### src/rtl/seg_scan_driver.sv
// Time-multiplexed 3-digit seven-segment driver with per-frame shadow capture.
// Optional leading-zero blanking of the tens digit: define SEG_LZB_EN.
module seg_scan_driver #(
  parameter int SCAN_DIV       = 50000,
  parameter bit SEG_ACTIVE_LOW = 1'b1
) (
  input  logic       clk,
  input  logic       rst_n,
  input  logic       en,
  input  logic [3:0] tens,
  input  logic [3:0] ones,
  input  logic [3:0] xiaoshu,
  input  logic       point,
  output logic [2:0] dig,
  output logic [7:0] seg,
  output logic       frame
);

  localparam int CNT_W = (SCAN_DIV > 2) ? $clog2(SCAN_DIV) : 1;

  logic [CNT_W-1:0] cnt;
  logic [1:0]       idx;
  logic [3:0]       sh_tens, sh_ones, sh_xiaoshu;
  logic             sh_point;
  logic             tick;
  logic [2:0]       slot_dig;
  logic [7:0]       slot_seg;

  function automatic logic [6:0] seg_encode(input logic [3:0] bcd);
    case (bcd)
      4'd0:    seg_encode = 7'h3F;
      4'd1:    seg_encode = 7'h06;
      4'd2:    seg_encode = 7'h5B;
      4'd3:    seg_encode = 7'h4F;
      4'd4:    seg_encode = 7'h66;
      4'd5:    seg_encode = 7'h6D;
      4'd6:    seg_encode = 7'h7D;
      4'd7:    seg_encode = 7'h07;
      4'd8:    seg_encode = 7'h7F;
      4'd9:    seg_encode = 7'h6F;
      default: seg_encode = 7'h40;
    endcase
  endfunction

  function automatic logic [7:0] seg_pol(input logic [7:0] s);
    seg_pol = SEG_ACTIVE_LOW ? ~s : s;
  endfunction

  function automatic logic [2:0] dig_pol(input logic [2:0] d);
    dig_pol = SEG_ACTIVE_LOW ? ~d : d;
  endfunction

  assign tick = (cnt == CNT_W'(SCAN_DIV - 1));

  // The tens slot encodes the live inputs because they are captured on that same tick.
  always_comb begin
    slot_dig = 3'b000;
    slot_seg = 8'h00;
    case (idx)
      2'd2: begin
        slot_dig = 3'b100;
        slot_seg = {1'b0, seg_encode(tens)};
`ifdef SEG_LZB_EN
        if (tens == 4'd0) slot_seg = 8'h00;
`endif
      end
      2'd1: begin
        slot_dig = 3'b010;
        slot_seg = {sh_point, seg_encode(sh_ones)};
      end
      2'd0: begin
        slot_dig = 3'b001;
        slot_seg = {1'b0, seg_encode(sh_xiaoshu)};
      end
      default: ;
    endcase
  end

  always_ff @(posedge clk) begin
    if (!rst_n) begin
      cnt        <= '0;
      idx        <= 2'd2;
      sh_tens    <= '0;
      sh_ones    <= '0;
      sh_xiaoshu <= '0;
      sh_point   <= 1'b0;
      dig        <= dig_pol(3'b000);
      seg        <= seg_pol(8'h00);
      frame      <= 1'b0;
    end else if (!en) begin
      // Abort the scan mid-slot; shadows keep their contents.
      cnt   <= '0;
      idx   <= 2'd2;
      dig   <= dig_pol(3'b000);
      seg   <= seg_pol(8'h00);
      frame <= 1'b0;
    end else begin
      frame <= 1'b0;
      if (tick) begin
        cnt   <= '0;
        dig   <= dig_pol(slot_dig);
        seg   <= seg_pol(slot_seg);
        frame <= (idx == 2'd2);
        idx   <= (idx == 2'd0) ? 2'd2 : idx - 2'd1;
        if (idx == 2'd2) begin
          sh_tens    <= tens;
          sh_ones    <= ones;
          sh_xiaoshu <= xiaoshu;
          sh_point   <= point;
        end
      end else begin
        cnt <= cnt + 1'b1;
      end
    end
  end

endmodule

### config.mk
export PLATFORM = sky130hd
export DESIGN_NAME = seg_scan_driver
export DESIGN_NICKNAME = d
export VERILOG_FILES = /design/src/rtl/seg_scan_driver.sv
export SDC_FILE = /design/constraint.sdc
export NUM_CORES = 1
export LEC_CHECK = 0
export BUFFER_PORTS_ARGS = -buffer_cell sky130_fd_sc_hd__buf_2
export CAP_MARGIN = 25
export CORE_MARGIN = 3
export CORE_UTILIZATION = 40
export CTS_CLUSTER_DIAMETER = 100
export DETAILED_ROUTE_END_ITERATION = 7
export SLEW_MARGIN = 20
export SYNTH_ARGS = -nofsm -noshare
export SYNTH_HDL_FRONTEND = slang
export SYNTH_SLANG_ARGS = --single-unit
### constraint.sdc
create_clock -name clk -period 2.95 [get_ports clk]
set_clock_uncertainty 0.1 [all_clocks]
set_input_delay 0.1475 -clock clk [delete_from_list [all_inputs] [get_ports clk]]
set_output_delay 0.1475 -clock clk [all_outputs]
set_load 0.01 [all_outputs]
# Word level (Yosys, flattened, before mapping)
# Memories as Yosys holds them, arrays and structs flattened. A register that Yosys moved wholly into a read port is not among the register bits.
# Index checks and enable logic that the tools add are counted.
# totals
regBits,39
romBits,336
in_bits,16
out_inout_bits,12
word_cells,32
mem_count,3
# memory_table
memory,depth,word_bits,rd,rd_clocked_by_memory_dff,write_ports,line,source
(no name shown),16,7,1,0,0,30,case (bcd)
(no name shown),16,7,1,1,0,30,
(no name shown),16,7,1,1,0,30,
# classes
n_addsub,2
n_eq_ne,3
mux,7
n_bitwise,4
n_reduce_logical,5
# op_table
operator,n
8-bit case mux with 3 select lines,1
"16-bit by 1-bit adder with 16-bit output, second input constant",1
"16-bit equality test, second input constant",1
4-bit 2-to-1 mux,4
3-bit case mux with 3 select lines,1
8-bit inverter,1
3-bit AND reduction,2
3-bit inverter,1
3-bit OR reduction,1
"2-bit by 1-bit equality test with 1-bit output, second input constant",1
"2-bit equality test, second input constant",1
2-bit logical NOT,1
2-bit 2-to-1 mux,1
1-bit inverter,2
2-bit AND reduction,1
"2-bit by 1-bit subtractor with 2-bit output, second input constant",1

# Depth between registers and ports, before layout
# Gate-level depths: netlist (run 1).
# logic_depth
depth_word,4
ltp_mapped,12

# Worst setup path after synthesis (run 1)
# No wires, ideal clock.
# synth_timing
path_type,register -> register
startpoint,register idx[0]
endpoint,register (tool-made name)
setup_time_ns,0.122
arrival_time_ns,2.180
slack_ns,0.548
path_stages_with_launch,12
n_path_buf,2
synth_period_minus_slack_ns,2.402
path_cell_list,dfxtp_1 > inv_1 > ha_1 > clkbuf_1 > nand2_1 > or2_4 > buf_6 > nand2_1 > a21oi_1 > inv_1 > ha_1 > a311o_1
# synth_lines
element,line,source
start: declaration,22,logic [1:0] idx;
start signal: assignment,104,idx <= (idx == 2'd0) ? 2'd2 : idx - 2'd1;

==> flow_metrics.py, run 1 <==
metrics = {
    "outcome": {
        "status": "finished clean",
    },
    "sta": {
        "relSlewSlack_pct": 73.46,
        "drv_slew": 0,
        "min_period_over_period_pct": 88.11,
        "final.setup.tns_ns": 0,
        "holdWs_ns": 0.02503,
        "setup_viol": 0,
        "fmax_ghz": 0.3847,
        "hold_violations": 0,
        "fin_crit_ns": 2.599,
        "worst_slew_pin_slew_ns": 0.3981,
        "setup_slack_ns": 0.3509,
        "rsz0062_at_grt": "false",
    },
    "job": {
        "max_cap_violations": 0,
    },
    "logic_synthesis": {
        "synth_area_sq_mm": 0.002719,
        "netlist.area_leader.share_pct": 39.02,
        "ys_seq_area_share_pct": 39.02,
        "synth-xor-area-share_pct": 3.221,
        "synth.net_count": 334,
        "synthMuxAreaShare_pct": 1.933,
        "yosys.area_share.simple_pct": 20.80,
        "synthTopCellsByArea": "dfxtp_1, ha_1, nand2_1",
        "synth_area_leader_cell": "dfxtp_1",
        "synth_top_family_by_area": "simple AND/OR/NAND/NOR gates",
        "synthFlopType": "dfxtp_1",
        "synth_compound_area_share_pct": 18.82,
        "synth.distinct_cells": 50,
        "ys_warn_count": 0,
        "synth-seq-cells": 53,
        "avgSynthCellArea_sq_um": 9.185,
        "netlist_instances": 296,
        "synth_fa_ha_area_share_pct": 10.12,
        "synth_edf_count": 0,
        "ys_async_sr_fraction_pct": 0,
    },
    "global_route": {
        "grt_pass1_wl_um": 8956,
        "grt_max_degree": 25,
        "grt.total_usage_pct": 14.59,
        "grt_overflow_total": 0,
        "first_global_vias": 1907,
        "grt_antenna_before_repair": 0,
    },
    "pwr": {
        "powerDensity_mw_per_mm2": 423.7,
        "p_leak_nw": 1.190,
        "peakVddDrop_uv": 236.1,
    },
    "die": {
        "rows": 29,
        "die_area_sq_mm": 0.007823,
        "initial_core_util_pct": 42.10,
        "dieHeight_um": 88.45,
        "core_sq_mm": 0.006459,
        "die_w_um": 88.45,
        "ios": 28,
    },
    "clock_tree": {
        "clockBufferDepth": 2,
        "htree_levels": 2,
        "clock_latency_ns": 0.31,
        "cts_post_setup_buffers_inserted": 0,
        "clock_sinks": 53,
        "cts_tree": "built",
        "root_buffer": "clkbuf_8",
        "cts_buffers": 5,
        "cts.clk_slew.worst_paths_ns": 0.10,
    },
    "finish": {
        "nets": 360,
        "antenna_cells": 0,
        "drive_gt1_share_pct": 17.96,
        "utilization_pct": 46.63,
        "area_delta_synth_final_pct": 10.77,
        "stdcell_area_sq_mm": 0.003012,
        "final_cell_mix": "dfxtp_1, nand2_1, buf_2",
        "layout_commonest_cell": "dfxtp_1",
    },
    "critical_path": {
        "r2r_cells": 9,
        "required_ns": 3.05,
        "path_max_fanout": 13,
        "crit_type": "register to register",
        "critPathArrivalTime_ns": 2.70,
        "crit_path_end_kind": "register",
        "startpoint_type": "register",
    },
    "placed_design": {
        "port_buffers": 27,
        "hpwlAfterDp_um": 4149,
        "preCtsSetupSlack_ns": 0.3892,
        "placed_cell_area_sq_mm": 0.002890,
        "gp_congestion": 0.7932,
    },
    "min_path": {
        "hold_path_depth": 3,
        "hp-class": "input port to register",
    },
    "route": {
        "wl_um": 5466,
        "drtIter0Drc": 89,
        "routedWlPerCell_um": 13.67,
        "vias": 2078,
        "ant_nets": 0,
        "via_per_inst": 5.195,
        "drt_first_pass_iters": 5,
        "drc": 0,
    },
}
power breakdown:
group | leakage (nW) | switching, mW | internal (mW)
logic | 0.707 | 0.0377 | 0.0239
registers | 0.428 | 0.00182 | 0.716
clock network | 0.0554 | 0.241 | 0.255
routing by layer:
| layer | vias up | GRT usage (%) | part of all wire, % |
|---|---|---|---|
| li1 | 1086 | - | - |
| met1 | 961 | 19.20 | 49 |
| met2 | 27 | 23.52 | 46 |
| met3 | 4 | 3.352 | 3.8 |
| met4 | 0 | 5.082 | 1.1 |
| met5 | - | 0 | 0 |
repair_timing:
item / CTS / global route
gates resized for setup: 0 / 0
hold buffers: 1 / 0
endpoints found under the hold margin: 1 / 0
endpoints found under the setup margin: 0 / 0
cells by family (layout without fill, tap and decap cells):
| logic type | Yosys count | count (layout) |
|---|---|---|
| buffers and inverters | 34 | 61 |
| adder cells (fa/ha/maj) | 22 | 22 |
| multiplexers | 5 | 5 |
| flip-flops | 53 | 53 |
| AND/OR/NAND/NOR | 104 | 104 |
| AO/OA/AOI/OAI | 68 | 68 |
| XOR/XNOR | 10 | 10 |
critical path, cell delays in order (launching register included):
cell	delay, ns
dfxtp_1	0.38
inv_1	0.11
ha_1	0.32
nand2_1	0.28
or2_4	0.32
nand2_1	0.10
a21oi_1	0.24
inv_1	0.14
ha_1	0.24
a311o_1	0.26
area by class of cell:
cell class                 instances  area (sq um)
tap                               77         96.34
timing repair buffer              31         167.7
clock inverter                     2         38.79
clock buffer                       6         72.57
sequential                        53          1061
multi-input combinational        209          1493
inverter                          22         82.58
fill                             626          3447
cells in the mapped netlist, drive strengths merged (2+ instances only):
library cell	n
mux2	2
a222oi	6
nand2b	3
inv	22
ha	22
a21o	5
a211o	4
nor2	26
o211ai	2
o21ai	17
mux2i	3
or2	3
nor4	2
clkbuf	9
a21oi	16
xnor2	6
buf	3
nor2b	4
or3	5
nand2	27
xor2	4
nand3	9
dfxtp	53
nand4	4
o22a	7
o22ai	3
nor3	12
a31oi	5
and3	4
final timing paths:
path                  startpoint                    endpoint  slack, ns
min                   xiaoshu[0]  sh_xiaoshu[0]$_SDFFE_PN0N_       0.03
min reg2reg  dig[1]$_SDFFE_PN1N_         dig[1]$_SDFFE_PN1N_       0.36
max reg2reg  idx[0]$_SDFFE_PN0N_                    register       0.35
max          idx[0]$_SDFFE_PN0N_                    register       0.35
through the flow:
| step | cells | power [mW] |
|---|---|---|
| after floorplan | 296 | 0.7754 |
| after global placement | 391 | 0.7945 |
| after detailed placement | 391 | 0.7952 |
| after CTS | 400 | 1.294 |
| after global routing | 400 | 1.327 |
| final | 400 | 1.276 |
(Power assumes the default switching activity.)
==> inputs of run 2 (changes only) <==
--- a/config.mk
+++ b/config.mk
@@ -5,6 +5,7 @@
 export SDC_FILE = /design/constraint.sdc
 export NUM_CORES = 1
 export LEC_CHECK = 0
+export ABC_AREA = 1
 export BUFFER_PORTS_ARGS = -buffer_cell sky130_fd_sc_hd__buf_2
 export CAP_MARGIN = 25
 export CORE_MARGIN = 3
==> flow_metrics.py, run 2 <==
metrics = {
    "logic_synthesis": {
        "ys_warn_count": 0,
        "synth_area_leader_cell": "dfxtp_1",
        "synthFlopType": "dfxtp_1",
        "ys_seq_area_share_pct": 35.87,
        "synth_edf_count": 0,
        "synthTopCellsByArea": "dfxtp_1, nand2_1, ha_1",
        "yosysMostFrequentCell": "nand2_1",
        "synth.distinct_cells": 39,
        "synth.top_cells.by_count": "nand2_1, dfxtp_1, inv_1",
        "netlist_instances": 371,
        "ys_async_sr_fraction_pct": 0,
        "netlist.area_leader.share_pct": 35.87,
        "synth_area_sq_mm": 0.002958,
        "synth.net_count": 409,
        "avgSynthCellArea_sq_um": 7.973,
        "synth-seq-cells": 53,
    },
    "route": {
        "drtIter0Drc": 90,
        "routedWlPerCell_um": 11.14,
        "vias": 2294,
        "drc": 0,
        "ant_nets": 0,
        "drt_first_pass_iters": 4,
        "wl_um": 5526,
        "via_per_inst": 4.625,
    },
    "critical_path": {
        "required_ns": 3.06,
        "startpoint_type": "register",
        "slowest_stage": "dfxtp_1",
        "path_buf_inv": 4,
        "cp_top_family": "simple AND/OR/NAND/NOR gates",
        "path_cells": "inv_1 -> ha_1 -> nand2_1 -> inv_1 -> nand3_4 -> nand2_1 -> nand2_1 -> nor2_2 -> inv_4 -> ha_1 -> inv_1 -> nand3_1 -> nand2_1 -> nand2_1 -> nand2_1",
        "cpMostUsedCell": "nand2_1",
        "path_max_fanout": 10,
        "slowest_delay_ns": 0.34,
        "crit_type": "register to register",
        "cp_num_cells": 15,
        "crit_path_end_kind": "register",
        "r2r_cells": 15,
        "critPathArrivalTime_ns": 2.66,
    },
    "global_route": {
        "grt_use_met1_pct": 18.62,
        "top_usage_layer": "met2",
        "grt_util_met3_pct": 2.953,
        "first_global_vias": 2072,
        "grt_overflow_total": 0,
        "grt_antenna_before_repair": 0,
        "grt.total_usage_pct": 13.72,
        "grt_pass1_wl_um": 9321,
        "grt_max_degree": 29,
        "gr-usage-met2_pct": 21.11,
    },
    "sta": {
        "rsz0062_at_grt": "false",
        "min_period_over_period_pct": 86.32,
        "relSlewSlack_pct": 64.68,
        "setup_viol": 0,
        "fmax_ghz": 0.3927,
        "fin_crit_ns": 2.546,
        "final.setup.tns_ns": 0,
        "worst_slew_pin_slew_ns": 0.5279,
        "holdWs_ns": 0.02785,
        "hold_violations": 0,
        "drv_slew": 0,
    },
    "pwr": {
        "powerDensity_mw_per_mm2": 366.2,
        "peakVddDrop_uv": 177.2,
        "p_leak_nw": 1.445,
    },
    "clock_tree": {
        "htree_levels": 2,
        "clockBufferDepth": 2,
        "cts_tree": "built",
        "cts_resized": 0,
        "cts.clk_slew.worst_paths_ns": 0.10,
        "cts_buffers": 5,
        "cts_post_setup_buffers_inserted": 0,
        "root_buffer": "clkbuf_8",
        "clock_sinks": 53,
        "ctsHoldBuffers": 0,
        "clock_latency_ns": 0.32,
    },
    "die": {
        "rows": 30,
        "die_w_um": 91.99,
        "die_area_sq_mm": 0.008462,
        "initial_core_util_pct": 42.37,
        "dieHeight_um": 91.99,
        "core_sq_mm": 0.006982,
        "ios": 28,
    },
    "finish": {
        "final_cell_mix": "nand2_1, inv_1, dfxtp_1",
        "layout_commonest_cell": "nand2_1",
        "nets": 437,
        "antenna_cells": 0,
        "drive_gt1_share_pct": 21.75,
        "area_delta_synth_final_pct": 10.24,
    },
    "placed_design": {
        "port_buffers": 27,
        "gp_congestion": 0.8081,
        "hpwlAfterDp_um": 4323,
    },
    "min_path": {
        "hold_path_depth": 3,
        "hp-class": "input port to register",
    },
    "outcome": {
        "status": "finished clean",
    },
    "job": {
        "max_cap_violations": 0,
    },
}
run 2: cell types whose count changed after synthesis, sizes merged, moves of 5 or more:
cell / delta
nand2: +61
inv: +35
nor2: +19
nand3: +18
o21ai: -12
clkbuf: -7
a222oi: -6
xnor2: -6
a21o: -5
or3: -5
run 2: worst register-to-register path, cell delays in order (launching register included):
cell and delay [ns]:
dfxtp_1 0.34, inv_1 0.12, ha_1 0.24, nand2_1 0.07, inv_1 0.22, nand3_4 0.25
nand2_1 0.12, nand2_1 0.08, nor2_2 0.26, inv_4 0.08, ha_1 0.28, inv_1 0.04
nand3_1 0.09, nand2_1 0.06, nand2_1 0.05, nand2_1 0.04
run 2: logic make-up (layout without fill, tap and decap cells):
logic type / count (synthesis) / after routing / share of synthesized area, %
DFF: 53 / 53 / 35.87
adders and majority gates: 22 / 22 / 9.306
xor gates and xnor gates: 2 / 2 / 0.5923
buffers and inverters: 67 / 96 / 9.856
AOI/OAI and AO/OA: 43 / 43 / 9.052
and+or+nand+nor: 184 / 184 / 35.32
run 2: area by class of cell:
type / count / area, sq um
fill: 728 / 3721
multi-input combinational: 251 / 1605
sequential: 53 / 1061
inverter: 60 / 240.2
timing repair buffer: 28 / 142.6
tap: 96 / 120.1
clock buffer: 5 / 68.82
clock inverter: 3 / 22.52
run 2: worst paths after layout:
check,startpoint,end,slack [ns]
worst max-delay path,idx[0]$_SDFFE_PN0N_,register,0.40
worst min register to register,sh_point$_SDFFE_PN0N_,sh_point$_SDFFE_PN0N_,0.36
worst max register to register,idx[0]$_SDFFE_PN0N_,register,0.40
worst min-delay path,point,sh_point$_SDFFE_PN0N_,0.03
run 2: per-stage QoR:
stage / util (%) / std cells / worst slack, ns / instance area (sq um) / total power [mW]
after floorplan: - / 371 / 0.7749 / 2958 / 0.7695
after global placement: 45.39 / 488 / 0.5043 / 3169 / 0.7917
after detailed placement: 45.39 / 488 / 0.4253 / 3169 / 0.7923
after CTS: 46.70 / 496 / 0.3885 / 3261 / 1.215
after global routing: 46.70 / 496 / 0.1190 / 3261 / 1.251
final: 46.70 / 496 / 0.4036 / 3261 / 1.194
run 2: power breakdown:
part	internal [mW]	leakage [nW]	switching [mW]	total, mW
clock network	0.169	0.0481	0.250	0.419
logic	0.0191	0.969	0.0388	0.0579
registers	0.716	0.428	0.000942	0.717
run 2: layer usage:
layer / up-vias / part of all wire [%]
met2: 30 / 44
met4: 0 / 1.6
li1: 1236 / -
met3: 8 / 3.7
met1: 1020 / 51
met5: - / 0
